[config.mk]
export PLATFORM = sky130hd
export DESIGN_NAME = l2_port_arbiter
export DESIGN_NICKNAME = d
export VERILOG_FILES = /design/src/rtl/l2_port_arbiter.sv
export SDC_FILE = /design/constraint.sdc
export NUM_CORES = 1
export LEC_CHECK = 0
export CAP_MARGIN = 20
export CORE_ASPECT_RATIO = 0.8
export CORE_MARGIN = 4
export CORE_UTILIZATION = 30
export DETAILED_ROUTE_END_ITERATION = 8
export PLACE_DENSITY_LB_ADDON = 0.3
export SLEW_MARGIN = 5
export SYNTH_ARGS = -nofsm -noshare
export SYNTH_HDL_FRONTEND = slang
export SYNTH_SLANG_ARGS = --single-unit
[constraint.sdc]
create_clock -name clk -period 1.7 [get_ports clk]
set_input_delay 0.34 -clock clk [delete_from_list [all_inputs] [get_ports clk]]
set_output_delay 0.34 -clock clk [all_outputs]
set_load 0.05 [all_outputs]
[src/rtl/l2_port_arbiter.sv]
// rtl/l2_port_arbiter.sv - icache/dcache arbiter for the shared L2 request port
// Round-robin on ties, grant held until L2 fulfils, saturating perf counters.
module l2_port_arbiter #(
  parameter int XLEN  = 32,
  parameter int CNT_W = 16
) (
  input  logic             clk,
  input  logic             reset,
  input  logic [XLEN-1:0]  ic_req_address,
  input  logic             ic_req_valid,
  output logic [XLEN-1:0]  ic_fetched_word,
  output logic             ic_req_fulfilled,
  input  logic [XLEN-1:0]  dc_req_address,
  input  logic             dc_req_type,
  input  logic             dc_req_valid,
  input  logic [XLEN-1:0]  dc_word_to_store,
  output logic [XLEN-1:0]  dc_fetched_word,
  output logic             dc_req_fulfilled,
  output logic [XLEN-1:0]  l2_req_address,
  output logic             l2_req_type,
  output logic             l2_req_valid,
  output logic [XLEN-1:0]  l2_word_to_store,
  input  logic [XLEN-1:0]  l2_fetched_word,
  input  logic             l2_req_fulfilled,
  output logic [1:0]       grant_owner,
  output logic [CNT_W-1:0] ic_grant_count,
  output logic [CNT_W-1:0] dc_grant_count,
  output logic [CNT_W-1:0] contention_count
);

  localparam logic [1:0] IDLE  = 2'b00;
  localparam logic [1:0] OWN_I = 2'b01;
  localparam logic [1:0] OWN_D = 2'b10;

  localparam logic OP_LOAD = 1'b0;

  localparam logic [CNT_W-1:0] CNT_ONE = CNT_W'(1);
  localparam logic [CNT_W-1:0] CNT_MAX = '1;

  logic [1:0] state;
  logic [1:0] next_state;
  logic       last_dc;
  logic       next_last_dc;
  logic       take_ic;
  logic       take_dc;
  logic       contend;

  always_comb begin
    l2_req_address   = '0;
    l2_req_type      = OP_LOAD;
    l2_req_valid     = 1'b0;
    l2_word_to_store = '0;
    ic_fetched_word  = '0;
    ic_req_fulfilled = 1'b0;
    dc_fetched_word  = '0;
    dc_req_fulfilled = 1'b0;
    case (state)
      OWN_I: begin
        l2_req_address   = ic_req_address;
        l2_req_valid     = ic_req_valid;
        ic_fetched_word  = l2_fetched_word;
        ic_req_fulfilled = l2_req_fulfilled & ic_req_valid;
      end
      OWN_D: begin
        l2_req_address   = dc_req_address;
        l2_req_type      = dc_req_type;
        l2_req_valid     = dc_req_valid;
        l2_word_to_store = dc_word_to_store;
        dc_fetched_word  = l2_fetched_word;
        dc_req_fulfilled = l2_req_fulfilled & dc_req_valid;
      end
      default: ;
    endcase
  end

  assign grant_owner = state;

  // Completion hands the port straight to a waiting peer; otherwise fall back to IDLE.
  always_comb begin
    take_ic      = 1'b0;
    take_dc      = 1'b0;
    contend      = 1'b0;
    next_last_dc = last_dc;
    next_state   = state;
    case (state)
      IDLE: begin
        if (ic_req_valid && dc_req_valid) begin
          contend = 1'b1;
          if (last_dc) take_ic = 1'b1;
          else         take_dc = 1'b1;
        end else if (ic_req_valid) begin
          take_ic = 1'b1;
        end else if (dc_req_valid) begin
          take_dc = 1'b1;
        end
      end
      OWN_I: begin
        if (ic_req_fulfilled) begin
          next_last_dc = 1'b0;
          if (dc_req_valid) take_dc = 1'b1;
          else              next_state = IDLE;
        end else if (!ic_req_valid) begin
          next_state = IDLE;
        end
      end
      OWN_D: begin
        if (dc_req_fulfilled) begin
          next_last_dc = 1'b1;
          if (ic_req_valid) take_ic = 1'b1;
          else              next_state = IDLE;
        end else if (!dc_req_valid) begin
          next_state = IDLE;
        end
      end
      default: next_state = IDLE;
    endcase
    if (take_ic) next_state = OWN_I;
    if (take_dc) next_state = OWN_D;
  end

  always_ff @(posedge clk or negedge reset) begin
    if (!reset) begin
      state            <= IDLE;
      last_dc          <= 1'b0;
      ic_grant_count   <= '0;
      dc_grant_count   <= '0;
      contention_count <= '0;
    end else begin
      state   <= next_state;
      last_dc <= next_last_dc;
      if (take_ic && ic_grant_count != CNT_MAX)
        ic_grant_count <= ic_grant_count + CNT_ONE;
      if (take_dc && dc_grant_count != CNT_MAX)
        dc_grant_count <= dc_grant_count + CNT_ONE;
      if (contend && contention_count != CNT_MAX)
        contention_count <= contention_count + CNT_ONE;
    end
  end

endmodule

==> results.md, run 1 <==
- Status: finished, violations left
- Failing checks: setup timing
- Layout Skew: 0.00963 ns
- Clock sinks: 51
- Final hold vios: 0
- Core area: 12400 µm²
- Fmax: 454 MHz
- Max Slew Vio Count: 0
- Average cell area after synthesis: 8.77 µm²
- Buffers on Ports: 315
- Max_cap viols: 0
- Area of the multi-input gates: 3710 µm²
- FP Rows: 36
- Setup TNS: -58.19 ns
- Area Overhead vs Synth: 187%
- Mapped Area: 3880 µm²
- CTS H-Tree Depth: 2
- Post-synth top area share: 0.329
- Clk buf depth: 2
- Startpoint Class: flip-flop
- Cells after DPL: 955
- Actual slew at the worst max-slew pin: 0.546 ns
- CP delay by family, top: buffers and inverters
- Post-CTS Hold Buffers: 0
- Main synth FF type: dfrtp_1
- Grt ovf: 0
- Synth area leader: dfrtp_1
- Largest cells by area after synthesis: dfrtp_1 33%, and2_1 16%, xor2_1 7.7%
- Drt wl/cell: 27.5 µm
- Slowest CP cell: dfrtp_2
- Distinct cells, synth: 52
- GRT Total Usage: 0.310
- Number of nets in the layout: 979
- Critical Path, Cell by Cell: inv_2, ha_4, buf_12, nand3_4, inv_4, buf_6, buf_6, o2111ai_4, nor3_2, xor2_1
- CP Capture Type: flip-flop
- ANT nets after route: 0
- Chip height: 110 µm
- Routed vias: 5635
- HPWL after DPL: 18000 µm
- Fraction of synthesized area in multiplexers: 0.0203
- First-pass iteration count of the detailed router: 5
- # DRC: 0
- Setup CP Type: flip-flop to flip-flop
- Number of DRC markers in iteration 0: 487
- Fraction of layout cells with a size suffix above 1: 0.683
- Final cell count without fillers: 1020
- Final min period: 2.20 ns
- First-pass GRT wire length: 35000 µm
- Post-route cell area: 11100 µm²
- Rel. slew slack: 0.636
- Vias in the first global route: 5644
- Synth Instances: 442
- Yosys warning total: 0
- Synth Area in Adders: 0.0194
- CP peak stage delay: 0.46 ns
- DP Area: 9670 µm²
- Root Driver: clkbuf_16
- Flops & latches, synth: 51
- IO Pins: 316
- CP Launch Point: grant_owner[1]
- Pwr Total: 19.4 mW
- Post-synthesis sequential area ratio: 0.329
- Maximum vdd ir drop: 1.39 mV
- Placer Congestion: 0.936
- Largest net degree at the start of global routing: 29
- Worst path bufs/invs: 5
- Crit path DAT: 2.41 ns
- Setup ws final: -0.504 ns
- Clk slew on worst S/H paths: 0.08 ns
- RSZ-0062 raised after global routing: yes
- Fillers: 470
- Wirelength, routed: 28100 µm
- Post-synth EDFFs: 0
- TritonCTS Buffers: 5
- FF/Latch Area: 1320 µm²
- Vias/cell: 5.52
- Worst-path maximum fanout: 7
- Post-Synth Simple-Gate Area: 0.392
- Async set or reset register ratio after synthesis: 1.00
- Setup violators final: 180
- CTS tree: yes
- Starting Density: 0.313
- Synth Area in XOR/XNOR: 0.0859
- Die X: 135 µm
- Power Density: 1750 nW/µm²
- Mapped Nets: 582
- Total die area: 14800 µm²
- Leading cell type in the layout, fill and taps excluded: buf_12
- Critical Path RT: 1.90 ns
- Static leakage: 4.71 nW
- Synth Area in Compound Gates: 0.115
- Worst hold path class: primary input to asynchronous set/reset pin
- Initial antenna violation count: 9
- Most used cell, CP: buf_6
- Largest family of logic cells by synthesized area: simple AND/OR/NAND/NOR gates
- Clk_lat worst skew: 0.30 ns
- R2r startpoint: grant_owner[1]
- Commonest non-fill, non-tap cells in the layout: 153 x buf_12, 132 x clkdlybuf4s50_1, 97 x and2_4
- Fin crit share: 1.30
[final cells by class]
| cell class | count | area share |
|---|---|---|
| diodes | 9 | 0.00203 |
| clock buffers | 6 | 0.0116 |
| clock inverters | 2 | 0.00113 |
| inverters | 9 | 0.00326 |
| multi-input cells | 357 | 0.334 |
| flip-flops and latches | 51 | 0.119 |
| well taps | 171 | 0.0192 |
| repair buffers | 415 | 0.510 |
[where the power goes]
part	internal (mW)	leakage, nW	total (mW)	switching, mW
logic	8.19	4.03	16.6	8.37
clock network	0.546	0.0669	1.04	0.490
registers	1.46	0.608	1.84	0.376
[cells in the mapped netlist, types with 6 or more instances]
| cell | instances |
|---|---|
| a21oi_1 | 8 |
| a22oi_1 | 33 |
| nor2_1 | 8 |
| ha_1 | 6 |
| and3_1 | 9 |
| nor3_1 | 14 |
| nand3_1 | 16 |
| inv_1 | 8 |
| nor4_1 | 14 |
| clkbuf_1 | 19 |
| xor2_1 | 34 |
| dfrtp_1 | 51 |
| nor2b_1 | 33 |
| nand4_1 | 7 |
| and2_1 | 98 |
| nand2_1 | 20 |
[kinds of logic (layout without fill, tap and decap cells)]
family | after synthesis | after routing
AND/OR/NAND/NOR | 244 | 244
AO/OA/AOI/OAI | 61 | 62
flip-flops | 51 | 51
XOR/XNOR | 38 | 38
buffers and inverters | 35 | 432
multiplexers | 7 | 7
adder cells (fa/ha/maj) | 6 | 6
other | 0 | 9
[routing by layer]
layer	up-vias	wire length, µm	track usage
li1	2360	-	-
met1	2716	9090	0.318
met2	424	14900	0.604
met3	135	2270	0.0627
met4	0	1840	0.147
met5	-	0	0
[state kept, by name, summed over array words and instances (netlist names)]
name and flops:
contention_count 16, dc_grant_count 16, ic_grant_count 16, grant_owner 2
last_dc 1
[through the flow]
step | util | worst slack, ns | hold slack [ns]
2_1_floorplan | - | -0.187 | 0.0444
3_3_place_gp | 0.781 | -0.411 | 0.318
3_5_place_dp | 0.781 | -0.462 | 0.333
4_1_cts | 0.861 | -0.404 | 0.0145
5_1_grt | 0.898 | -0.539 | 0.0594
6_report | 0.898 | -0.504 | 0.0201
[final timing paths]
path                                        to  slack [ns]  depth (start not counted)
min reg2reg                  ic_grant_count[3]        0.49                          1
max                          dc_grant_count[9]       -0.50                         10
min in group clk             ic_grant_count[3]        0.49                          1
min                        contention_count[2]        0.02                          1
max reg2reg                  dc_grant_count[9]       -0.50                         10
max in group asynchronous   ic_grant_count[12]        0.99                          2
[timing repair]
item	in CTS	in global routing
gates cloned	8	3
buffers inserted	27	13
resized for setup	85	57
setup endpoints to repair	167	182
pin swaps	46	39
No activity file was read; power rests on OpenSTA's default activity.
==> run 2: changes to the inputs <==
CORE_MARGIN = 5   (was 4)
PLACE_DENSITY = 0.75   (was not set)
PLACE_DENSITY_LB_ADDON = not set   (was 0.3)
clock period = 2.75 ns   (was 1.7 ns; I/O delays follow)
==> results.md, run 2 (synthesized netlist as in run 1, its figures left out) <==
- Status: finished clean
- Post-CTS Hold Buffers: 0
- Setup violators final: 0
- # DRC: 0
- Crit path DAT: 1.93 ns
- Gates resized, CTS repair: 0
- Fin crit share: 0.904
- Clock sinks: 51
- First-pass GRT wire length: 29100 µm
- Top Registers: contention_count: 16 flops, dc_grant_count: 16 flops, ic_grant_count: 16 flops
- HPWL after DPL: 17000 µm
- Layout Skew: 0.00375 ns
- Final hold vios: 0
- Total die area: 15300 µm²
- Die X: 137 µm
- Worst-path maximum fanout: 29
- RSZ-0062 raised after global routing: no
- CTS H-Tree Depth: 2
- Final core utilization: 0.687
- Vias/cell: 5.03
- Startpoint Class: flip-flop
- Chip height: 112 µm
- Actual slew at the worst max-slew pin: 0.662 ns
- Commonest non-fill, non-tap cells in the layout: 182 x clkdlybuf4s50_1, 133 x buf_12, 98 x and2_1
- FP Rows: 37
- Placer Congestion: 0.948
- Initial antenna violation count: 2
- Wirelength, routed: 19900 µm
- Leading cell type in the layout, fill and taps excluded: clkdlybuf4s50_1
- Power Density: 1050 nW/µm²
- # Post-CTS Setup Buffers: 0
- Rel. slew slack: 0.555
- Number of DRC markers in iteration 0: 335
- Final cell count without fillers: 924
- Clk_lat worst skew: 0.29 ns
- Vias in the first global route: 4785
- Cells after DPL: 914
- Setup TNS: 0 ns
- Grt ovf: 0
- Setup CP Type: flip-flop to output port
- Starting Density: 0.303
- TritonCTS Buffers: 5
- First-pass iteration count of the detailed router: 6
- Static leakage: 3.67 nW
- Buffers on Ports: 315
- Largest net degree at the start of global routing: 68
- Drt wl/cell: 21.5 µm
- Pwr Total: 9.25 mW
- CP Capture Type: output port
- Core area: 12800 µm²
- Fraction of layout cells with a size suffix above 1: 0.269
- ANT nets after route: 0
- Routed vias: 4647
- Maximum vdd ir drop: 0.687 mV
- GRT Total Usage: 0.252
- Area Overhead vs Synth: 127%
- IO Pins: 316
- Max_cap viols: 0
- Root Driver: clkbuf_16
- Critical Path RT: 2.20 ns
- Final min period: 2.48 ns
- CTS tree: yes
- Clk slew on worst S/H paths: 0.07 ns
- Number of nets in the layout: 886
- Fmax: 402 MHz
- Worst hold path class: primary input to asynchronous set/reset pin
- Max Slew Vio Count: 0
- Clk buf depth: 2
## run 2: cell count changes in the layout (fill, tap and decap cells not counted), sizes merged, moves of 3 or more
cell	delta
buf	-139
clkdlybuf4s50	+50
diode	-7
clkbuf	-3
## run 2: worst max-delay path, stage by stage, from the launching register on
cell	delay, ns
dfrtp_1	0.44
inv_1	0.11
ha_2	0.19
buf_4	0.30
a22oi_1	0.15
nor2b_2	0.26
buf_12	0.17
## run 2: layer usage
metal / global-route usage / routed length (µm) / up-vias
met5: 0 / 0 / -
met4: 0.122 / 993 / 0
met2: 0.488 / 11200 / 216
li1: - / - / 2157
met3: 0.0447 / 1090 / 42
met1: 0.256 / 6560 / 2232
## run 2: area by class of cell
cell class              instances  area (µm²)
clock inverters                 2        38.8
diodes                          2        5.00
fillers                       945        4000
inverters                       9        33.8
clock buffers                   6         139
multi-input cells             356        2530
well taps                     175         219
flip-flops and latches         51        1280
repair buffers                323        4540
## run 2: path summary, 6_finish.rpt
path | start | end | slack [ns] | cells past startpoint
worst max-delay path | grant_owner[1] | l2_req_address[10] | 0.27 | 6
worst min-delay path | reset | ic_grant_count[10] | 0.37 | 2
worst max register to register | grant_owner[1] | dc_grant_count[15] | 0.50 | 8
worst min register to register | contention_count[13] | contention_count[13] | 0.52 | 1
max in group asynchronous | reset | last_dc | 1.95 | 2
min in group clk | contention_count[13] | contention_count[13] | 0.52 | 1
## run 2: metrics by stage
stage               hold WS, ns  area (µm²)  worst slack, ns
CTS                       0.400        8780            0.238
floorplan                 0.254        3950           0.0567
global placement          0.479        8600            0.357
finish                    0.365        8780            0.265
global route              0.430        8780            0.143
detailed placement        0.502        8600            0.283
## run 2: power breakdown
group | internal, mW | switching (mW)
clock network | 0.458 | 0.282
logic | 3.23 | 4.20
registers | 0.881 | 0.203
total | 4.57 | 4.68
